File: config.mk
export PLATFORM = sky130hd
export DESIGN_NAME = stark_pipeline_ext
export DESIGN_NICKNAME = d
export VERILOG_FILES = /design/src/rtl/stark_pkg.sv /design/src/rtl/stark_ext_align.sv /design/src/rtl/stark_pipeline_ext.sv
export SDC_FILE = /design/constraint.sdc
export NUM_CORES = 2
export LEC_CHECK = 0
export ABC_AREA = 1
export BUFFER_PORTS_ARGS = -buffer_cell sky130_fd_sc_hd__clkbuf_2
export CORE_AREA = 4 4 533 535
export CTS_CLUSTER_SIZE = 10
export DETAILED_ROUTE_END_ITERATION = 7
export DIE_AREA = 0 0 537 539
export GPL_TIMING_DRIVEN = 0
export PLACE_DENSITY = 0.46
export SLEW_MARGIN = 0
export SYNTH_ARGS = -nofsm -noshare
export SYNTH_HDL_FRONTEND = slang
export SYNTH_SLANG_ARGS = --single-unit
File: constraint.sdc
create_clock -name clk -period 5.34 [get_ports clk]
set_clock_uncertainty 0.1 [all_clocks]
set_input_delay 0.534 -clock clk [delete_from_list [all_inputs] [get_ports clk]]
set_output_delay 0.534 -clock clk [all_outputs]
set_load 0.02 [all_outputs]
File: src/rtl/stark_pkg.sv
`default_nettype none
// +--------------------------------------------------------------------------+
// | stark_pkg : shared pipeline types and constants for the Stark core       |
// | Rev 1.1   : extract-stage group entry type and NOP instruction word      |
// +--------------------------------------------------------------------------+
package stark_pkg;

  typedef struct packed {
    logic [31:0] pc;
    logic [4:0]  bno_t;
    logic [4:0]  bno_f;
  } pc_address_ex_t;

  localparam logic [31:0] RSTPC  = 32'hFFFC_0100;
  localparam logic [5:0]  OP_NOP = 6'h0B;

  // One NOP instruction word; an empty group is five of these.
  localparam logic [31:0] EXT_NOP_INS = {4{2'd3, OP_NOP}};

  typedef struct packed {
    logic [4:0][31:0] ins;
    pc_address_ex_t   pc;
    logic [5:0]       irq;
    logic             irqf;
    logic [31:0]      carry_mod;
    logic             v;
  } ext_grp_t;

endpackage
`default_nettype wire

File: src/rtl/stark_ext_align.sv
`default_nettype none
// +--------------------------------------------------------------------------+
// | stark_ext_align : slices a five-instruction group out of a line pair     |
// | Rev 1.0         : initial release                                        |
// +--------------------------------------------------------------------------+
module stark_ext_align (
  input  logic [1023:0]    line,
  input  logic [3:0]       pc_word,
  output logic [4:0][31:0] ins
);

  // Bit offset of the group start; the last word ends at byte 79 at most.
  logic [9:0] w_base;
  assign w_base = {1'b0, pc_word, 5'b0};

  for (genvar i = 0; i < 5; i++) begin : g_ins
    assign ins[i] = line[w_base + 10'(32 * i) +: 32];
  end

endmodule
`default_nettype wire

File: src/rtl/stark_pipeline_ext.sv
`default_nettype none
// +--------------------------------------------------------------------------+
// | stark_pipeline_ext : extract stage, group queue between fetch and decode |
// | Rev 1.0            : initial release                                     |
// +--------------------------------------------------------------------------+
module stark_pipeline_ext
  import stark_pkg::*;
#(
  parameter int QDEP = 4
) (
  input  logic             clk,
  input  logic             rst,
  input  logic             fet_v,
  input  logic [1023:0]    ic_line_fet,
  input  pc_address_ex_t   pc0_fet,
  input  logic [5:0]       irq_fet,
  input  logic             irqf_fet,
  input  logic [31:0]      carry_mod_fet,
  input  logic             stomp_ext,
  input  logic [4:0]       stomp_bno,
  input  logic             dec_rdy,
  output logic             fet_en,
  output logic [4:0][31:0] ins_ext,
  output pc_address_ex_t   pc_ext,
  output logic [5:0]       irq_ext,
  output logic             irqf_ext,
  output logic [31:0]      carry_mod_ext,
  output logic             grp_v_ext,
  output logic             ovf
);

  localparam int PTR_W = $clog2(QDEP);
  localparam int CNT_W = PTR_W + 1;
  localparam logic [CNT_W-1:0] C_FULL      = CNT_W'(QDEP);
  localparam logic [CNT_W-1:0] C_FETCH_MAX = CNT_W'(QDEP - 2);

  localparam pc_address_ex_t C_RST_PC = '{pc: RSTPC, bno_t: 5'd1, bno_f: 5'd1};
  localparam ext_grp_t C_RST_GRP = '{
    ins: {5{EXT_NOP_INS}}, pc: C_RST_PC, irq: 6'd0, irqf: 1'b0,
    carry_mod: 32'd0, v: 1'b0
  };

  ext_grp_t         r_q [QDEP];
  logic [PTR_W-1:0] r_rd;
  logic [PTR_W-1:0] r_wr;
  logic [CNT_W-1:0] r_count;
  logic             r_ovf;
  pc_address_ex_t   r_hold_pc;
  logic [5:0]       r_hold_irq;
  logic             r_hold_irqf;
  logic [31:0]      r_hold_carry_mod;

  logic [4:0][31:0] w_ins;
  ext_grp_t         w_head;
  ext_grp_t         w_new;
  logic             w_empty;
  logic             w_full;
  logic             w_push_req;
  logic             w_push;
  logic             w_pop;

  stark_ext_align u_align (
    .line    (ic_line_fet),
    .pc_word (pc0_fet.pc[5:2]),
    .ins     (w_ins)
  );

  assign w_head     = r_q[r_rd];
  assign w_empty    = (r_count == '0);
  assign w_full     = (r_count == C_FULL);
  assign w_push_req = fet_v && !(stomp_ext && (pc0_fet.bno_t != stomp_bno));
  // Dead heads drain one per cycle without waiting for decode.
  assign w_pop      = !w_empty && (!w_head.v || dec_rdy);
  assign w_push     = w_push_req && (!w_full || w_pop);

  assign w_new = '{
    ins: w_ins, pc: pc0_fet, irq: irq_fet, irqf: irqf_fet,
    carry_mod: carry_mod_fet, v: 1'b1
  };

  always_ff @(posedge clk or negedge rst) begin
    if (!rst) begin
      for (int i = 0; i < QDEP; i++) begin
        r_q[i] <= C_RST_GRP;
      end
      r_rd             <= '0;
      r_wr             <= '0;
      r_count          <= '0;
      r_ovf            <= 1'b0;
      r_hold_pc        <= C_RST_PC;
      r_hold_irq       <= 6'd0;
      r_hold_irqf      <= 1'b0;
      r_hold_carry_mod <= 32'd0;
    end else begin
      for (int i = 0; i < QDEP; i++) begin
        if (w_push && (r_wr == PTR_W'(i))) begin
          r_q[i] <= w_new;
        end else if (stomp_ext && (r_q[i].pc.bno_t != stomp_bno)) begin
          r_q[i].v <= 1'b0;
        end
      end
      // Remember the last head shown so an empty queue keeps its side data.
      if (!w_empty) begin
        r_hold_pc        <= w_head.pc;
        r_hold_irq       <= w_head.irq;
        r_hold_irqf      <= w_head.irqf;
        r_hold_carry_mod <= w_head.carry_mod;
      end
      if (w_pop) begin
        r_rd <= r_rd + 1'b1;
      end
      if (w_push) begin
        r_wr <= r_wr + 1'b1;
      end
      if (w_push && !w_pop) begin
        r_count <= r_count + 1'b1;
      end else if (w_pop && !w_push) begin
        r_count <= r_count - 1'b1;
      end
      if (w_push_req && w_full && !w_pop) begin
        r_ovf <= 1'b1;
      end
    end
  end

  always_comb begin
    ins_ext       = {5{EXT_NOP_INS}};
    pc_ext        = r_hold_pc;
    irq_ext       = r_hold_irq;
    irqf_ext      = r_hold_irqf;
    carry_mod_ext = r_hold_carry_mod;
    grp_v_ext     = 1'b0;
    if (!w_empty) begin
      ins_ext       = w_head.ins;
      pc_ext        = w_head.pc;
      irq_ext       = w_head.irq;
      irqf_ext      = w_head.irqf;
      carry_mod_ext = w_head.carry_mod;
      grp_v_ext     = w_head.v;
    end
  end

  assign fet_en = (r_count <= C_FETCH_MAX);
  assign ovf    = r_ovf;

endmodule
`default_nettype wire
# [After elaboration in Yosys (flattened, before gate mapping)]
# Cells that the tools add are included.
# Widths: inputs -> output; s select.
[word_totals] register_bits=1057 latchBits=0 ramBits=0 mem_bits_ro=0 in_bits=1115 out_inout_bits=244 wordCells=133 memories=0
[classes] n_addsub=8 n_mul=0 div_mod_pow=0 order_cmp=2 eq_ne=9 shifts=5 n_mux=19 n_bitwise=1 reduce_logical=31
[ops] operator="$shiftx 1024x11->32" count=4
[ops] operator="$shiftx 1024x10->32" count=1
[ops] operator="$bmux 242 s2" count=1
[ops] operator="$mux 242" count=2
[ops] operator="$mux 160" count=1
[ops] operator="$mux 42" count=1
[ops] operator="$mux 32" count=1
[ops] operator="$ne 5x5->1" count=5
[ops] operator="$add 9x7->10 const B" count=2
[ops] operator="$logic_and 1x1->1" count=16
[ops] operator="$add 9x6->10 const B" count=1
[ops] operator="$add 9x8->10 const B" count=1
[ops] operator="$mux 1" count=10
[ops] operator="$reduce_bool 2->1" count=5
[ops] operator="$logic_not 1->1" count=6
[ops] operator="$mux 3" count=2
[ops] operator="$mux 6" count=1
[ops] operator="$add 2x1->2 const B" count=2
[ops] operator="$eq 2x2->1 const B" count=2
[ops] operator="$add 3x1->3 const B" count=1
[ops] operator="$eq 3x3->1 const B" count=1
[ops] operator="$ge 3x3->1 const B" count=1
[ops] operator="$le 3x2->1 const B" count=1
[ops] operator="$logic_not 3->1" count=1
[ops] operator="other kinds (5)" count=6

# [Logic depth before layout (Yosys ltp)]
[logic_depth] ltp_word=13 depth_mapped=16 depth_no_buf=15

# [By module]
# Synthesis repeated with hierarchy kept, for this count alone.
[hier_totals] hier_cells=10521 hier_area_um2=69793.2
[by_module_without_submodules] module="stark_pipeline_ext" n_inst=1 cells_per_inst=6363 area_each_um2=51488.1 seq_area_each_um2=27057.2
[by_module_without_submodules] module="stark_ext_align" n_inst=1 cells_per_inst=4158 area_each_um2=18305.1 seq_area_each_um2=0.0

# [Worst setup path after synthesis]
# No wires, ideal clock.
[synth_path] path_type="reg2out" start="register r_rd[0]" end="output port ins_ext[70] in the netlist's numbering" t_arrival_ns=2.203 t_required_ns=4.706 slack_ns=2.503 path_stages_with_launch=8 n_path_buf=4 cell_sequence="dfrtp_1 > buf_4 > inv_2 > buf_2 > clkbuf_1 > buf_1 > nor2_1 > o311ai_0"
[synth_rtl] item="start, declared" line="stark_pipeline_ext.sv:44" text="logic [PTR_W-1:0] r_rd;"
[synth_rtl] item="start signal, assigned" line="stark_pipeline_ext.sv:110" text="r_rd <= r_rd + 1'b1;"
[synth_rtl] item="end, declared" line="stark_pipeline_ext.sv:23" text="output logic [4:0][31:0] ins_ext,"

==> results.cfg <==
[floorplanning]
core_area_um2 = 278900
initial_core_util_pct = 23.76
rows = 194
die_area_um2 = 289400
die_w_um = 537
die-height_um = 539
io_pins = 1359

[global_route]
grt_pass1_wl_um = 706100
grt_util_all_layers_pct = 36.07
grt_max_degree = 108
grt_antenna_before_repair = 93
grt_pass1_vias = 77540
grt_overflow = 0

[worst_setup_path]
critPathMaxFanout = 10
required_ns = 4.71
crit_top_cell = clkbuf_2
critical-path-max-stage-delay_ns = 0.89
worstPathCellList = buf_4 > inv_2 > buf_2 > clkbuf_2 > buf_1 > nor2_1 > o311ai_1 > clkbuf_2
reg2reg_depth = 10
r2r-start = r_rd[1]
crit_buf_inv = 6
end_kind = output pin
r2r_slack_ns = 1.63
cpLargestDelayFamily = buffers and inverters
critPathKind = flop to output pin
r2r-end = r_q[965]
startpoint_type = flop
arrival_ns = 4.69
cp_slowest_cell = o311ai_1

[placement]
io_buffers = 968
numPlacedInstances = 15090
globalplace.congestion = 1.101
post-place-ws_ns = 0.02727
dpl.hpwl_um = 446000

[power]
p_sw_mw = 24.82
p_sw_share_pct = 50.05
pwr-share-seq_pct = 30.3
comb_power_share_pct = 51.9
max-vdd-ir-drop_mv = 0.3914
internal_power_mw = 24.77
total_power_mw = 49.59
power.share.clock_pct = 17.8
power_density_nw_per_um2 = 607.4
power_leakage_nw = 40.87

[cts]
cts_sinks = 1057
clock-root-buffer = clkbuf_16
clk_latency_ns = 0.81
clockBufferDepth = 3
tritoncts = yes
cts_max_level = 4
clk_pin_slew_ns = 0.06
cts_made_buffers = 133

[worst_hold_path]
hold_path.startpoint = stomp_ext
min_to = r_q[0]
hold_depth = 4
hold_class = input port to flop

[synth]
netlist.area_leader.share_pct = 28.42
synthSimpleGateAreaFrac_pct = 43.35
synthTopCellsByCount = nand2_1 (5016), nor2_1 (1066), o21ai_0 (842), nand3_1 (718), dfrtp_1 (572)
synth_mux_area_share_pct = 0.01700
synth_nets = 11450
syn_area_um2 = 66250
synth-seq-cells = 1057
synthAdderAreaFrac_pct = 0.1246
ys_seq_area_share_pct = 40.84
ys.flop_type = dfrtp_1
synth-edff-count = 0
yosys-top-cells-area = nand2_1 (28%), dfrtp_1 (22%), dfstp_2 (19%)
yosys_warnings = 0
synth_xor_area_share_pct = 0.2512
yosys.area.top_type = nand2_1
yosysUniqueCellTypes = 35
synth_most_common_cell = nand2_1
synth_compound_area_share_pct = 9.884
async_flop_share_pct = 100.0
synth.avg_cell_area_um2 = 6.416
synth_top_family_by_area = simple AND/OR/NAND/NOR gates
synth_cells = 10330

[routing]
drc_errors = 0
drt_wl_total_um = 542800
vias = 81440
viasPerCell = 5.268
avgRoutedWirePerCell_um = 35.11
dr.first_iter.drc_count = 10590
firstDrtPassIters = 8
antenna_left = 0

[outcome]
status = finished with violations
violations = capacitance limit, slew limit

[cells_and_area]
stdcell_count = 15460
fillers = 32040
area_growth_pct = 23.21
multiInputGateArea_um2 = 35570
fin_nets = 12700
final-seq-area_um2 = 27060
drive_above_1_share_pct = 19.17

[timing]
rsz0062_at_grt = false
min_period_ns = 5.320
min_period_over_period_pct = 99.62
setup_viol = 0
max-slew-margin-rel_pct = -19.95
fmax_mhz = 188.0
finalWorstSetupSlack_ns = 0.02042
drv_slew = 77
final_hold_viol_count = 0
fin_setup_tns_ns = 0
worst_slew_pin_slew_ns = 1.781

[run]
drv_cap = 29
==> cells by family after synthesis <==
logic type | after synthesis
AOI/OAI and AO/OA | 1192
xor gates and xnor gates | 19
adders and majority gates | 6
buffers and inverters | 892
DFF | 1057
muxes | 1
and+or+nand+nor | 7159
==> sequential cells by signal, summed over array words and instances, names as in the netlist, 2 cells and up <==
signal            count
r_rd                  2
r_count               3
r_wr                  2
r_hold_irq            6
r_hold_carry_mod     32
r_hold_pc            42
r_q                 968
==> cell usage in the layout (no fill, tap or decap), types with 157 or more instances in the layout <==
cell type,synthesis,routed
nand2_1,5016,5016
nor2_1,1066,1066
clkbuf_2,0,982
o21ai_0,842,814
nand3_1,718,718
clkbuf_1,527,580
dfrtp_1,572,572
dfstp_2,485,485
or2_2,343,343
buf_2,130,157
==> cell type report <==
| class | count | area share, % |
|---|---|---|
| plain buffers | 769 | 3.947 |
| flip-flops and latches | 1057 | 33.15 |
| multi-input cells | 8377 | 43.57 |
| repair buffers | 1118 | 7.786 |
| clock buffers | 213 | 4.594 |
| well taps | 3724 | 5.708 |
| diodes | 53 | 0.1625 |
| inverters | 122 | 0.5610 |
| clock inverters | 27 | 0.5227 |
==> what timing repair did <==
| action | 4_1_cts | 5_1_grt |
|---|---|---|
| gates resized for setup | 20 | 2 |
| endpoints found under the setup margin | 139 | 2 |
| endpoints found under the hold margin | 344 | 0 |
| gates cloned | 0 | 0 |
| hold buffers | 79 | 0 |
| setup buffers | 0 | 0 |
==> stage by stage <==
| stage | util [%] | area [um^2] | hold WS (ns) |
|---|---|---|---|
| 2_1_floorplan | - | 66250 | 0.1384 |
| 3_3_place_gp | 27.16 | 75760 | 0.3532 |
| 3_5_place_dp | 27.42 | 76480 | 0.3554 |
| 4_1_cts | 29.21 | 81450 | 0.02003 |
| 5_1_grt | 29.24 | 81550 | 0.09305 |
| 6_report | 29.27 | 81630 | 0.07407 |
==> metal layers <==
metal / GRT usage (%) / vias up / part of all wire [%]
met4: 27.75 / 38 / 9.5
met2: 52.25 / 4986 / 41
met5: 0 / - / 0.047
met3: 8.764 / 1433 / 8.7
met1: 45.87 / 39770 / 41
li1: - / 35210 / -
==> power groups by stage <==
stage	Sequential [mW]	Clock [mW]	Combinational, mW
5_1_grt	15.5	9.32	27.3
6_report	15.0	8.83	25.7
4_1_cts	15.0	8.99	25.3
2_1_floorplan	14.5	0	13.1
3_3_place_gp	15.1	0	24.6
3_5_place_dp	15.0	0	25.2
==> how the worst max path moves through the flow <==
stage            start           to  slack, ns  cells past startpoint
3_5_place_dp   r_rd[0]  ins_ext[62]       0.03                      8
2_1_floorplan  r_rd[0]  ins_ext[70]       2.50                      7
4_1_cts        r_rd[0]  ins_ext[49]       0.02                      8
3_3_place_gp       rst     r_q[611]     -24.02                      1
6_report       r_rd[0]  ins_ext[72]       0.02                      8
5_1_grt        r_rd[0]  ins_ext[48]       0.03                      8
==> worst reg2reg max path: stages, from the launching register on <==
cell and delay [ns]:
dfrtp_1 0.37, buf_2 0.57, nand3_1 0.14, nand2_1 0.22, nor2_1 0.08, nand2_2 0.19
nand4_2 0.65, buf_2 0.61, clkbuf_1 0.42, nand2_1 0.17, nand2_1 0.06
Note: power is estimated with default switching activity, not from simulation.
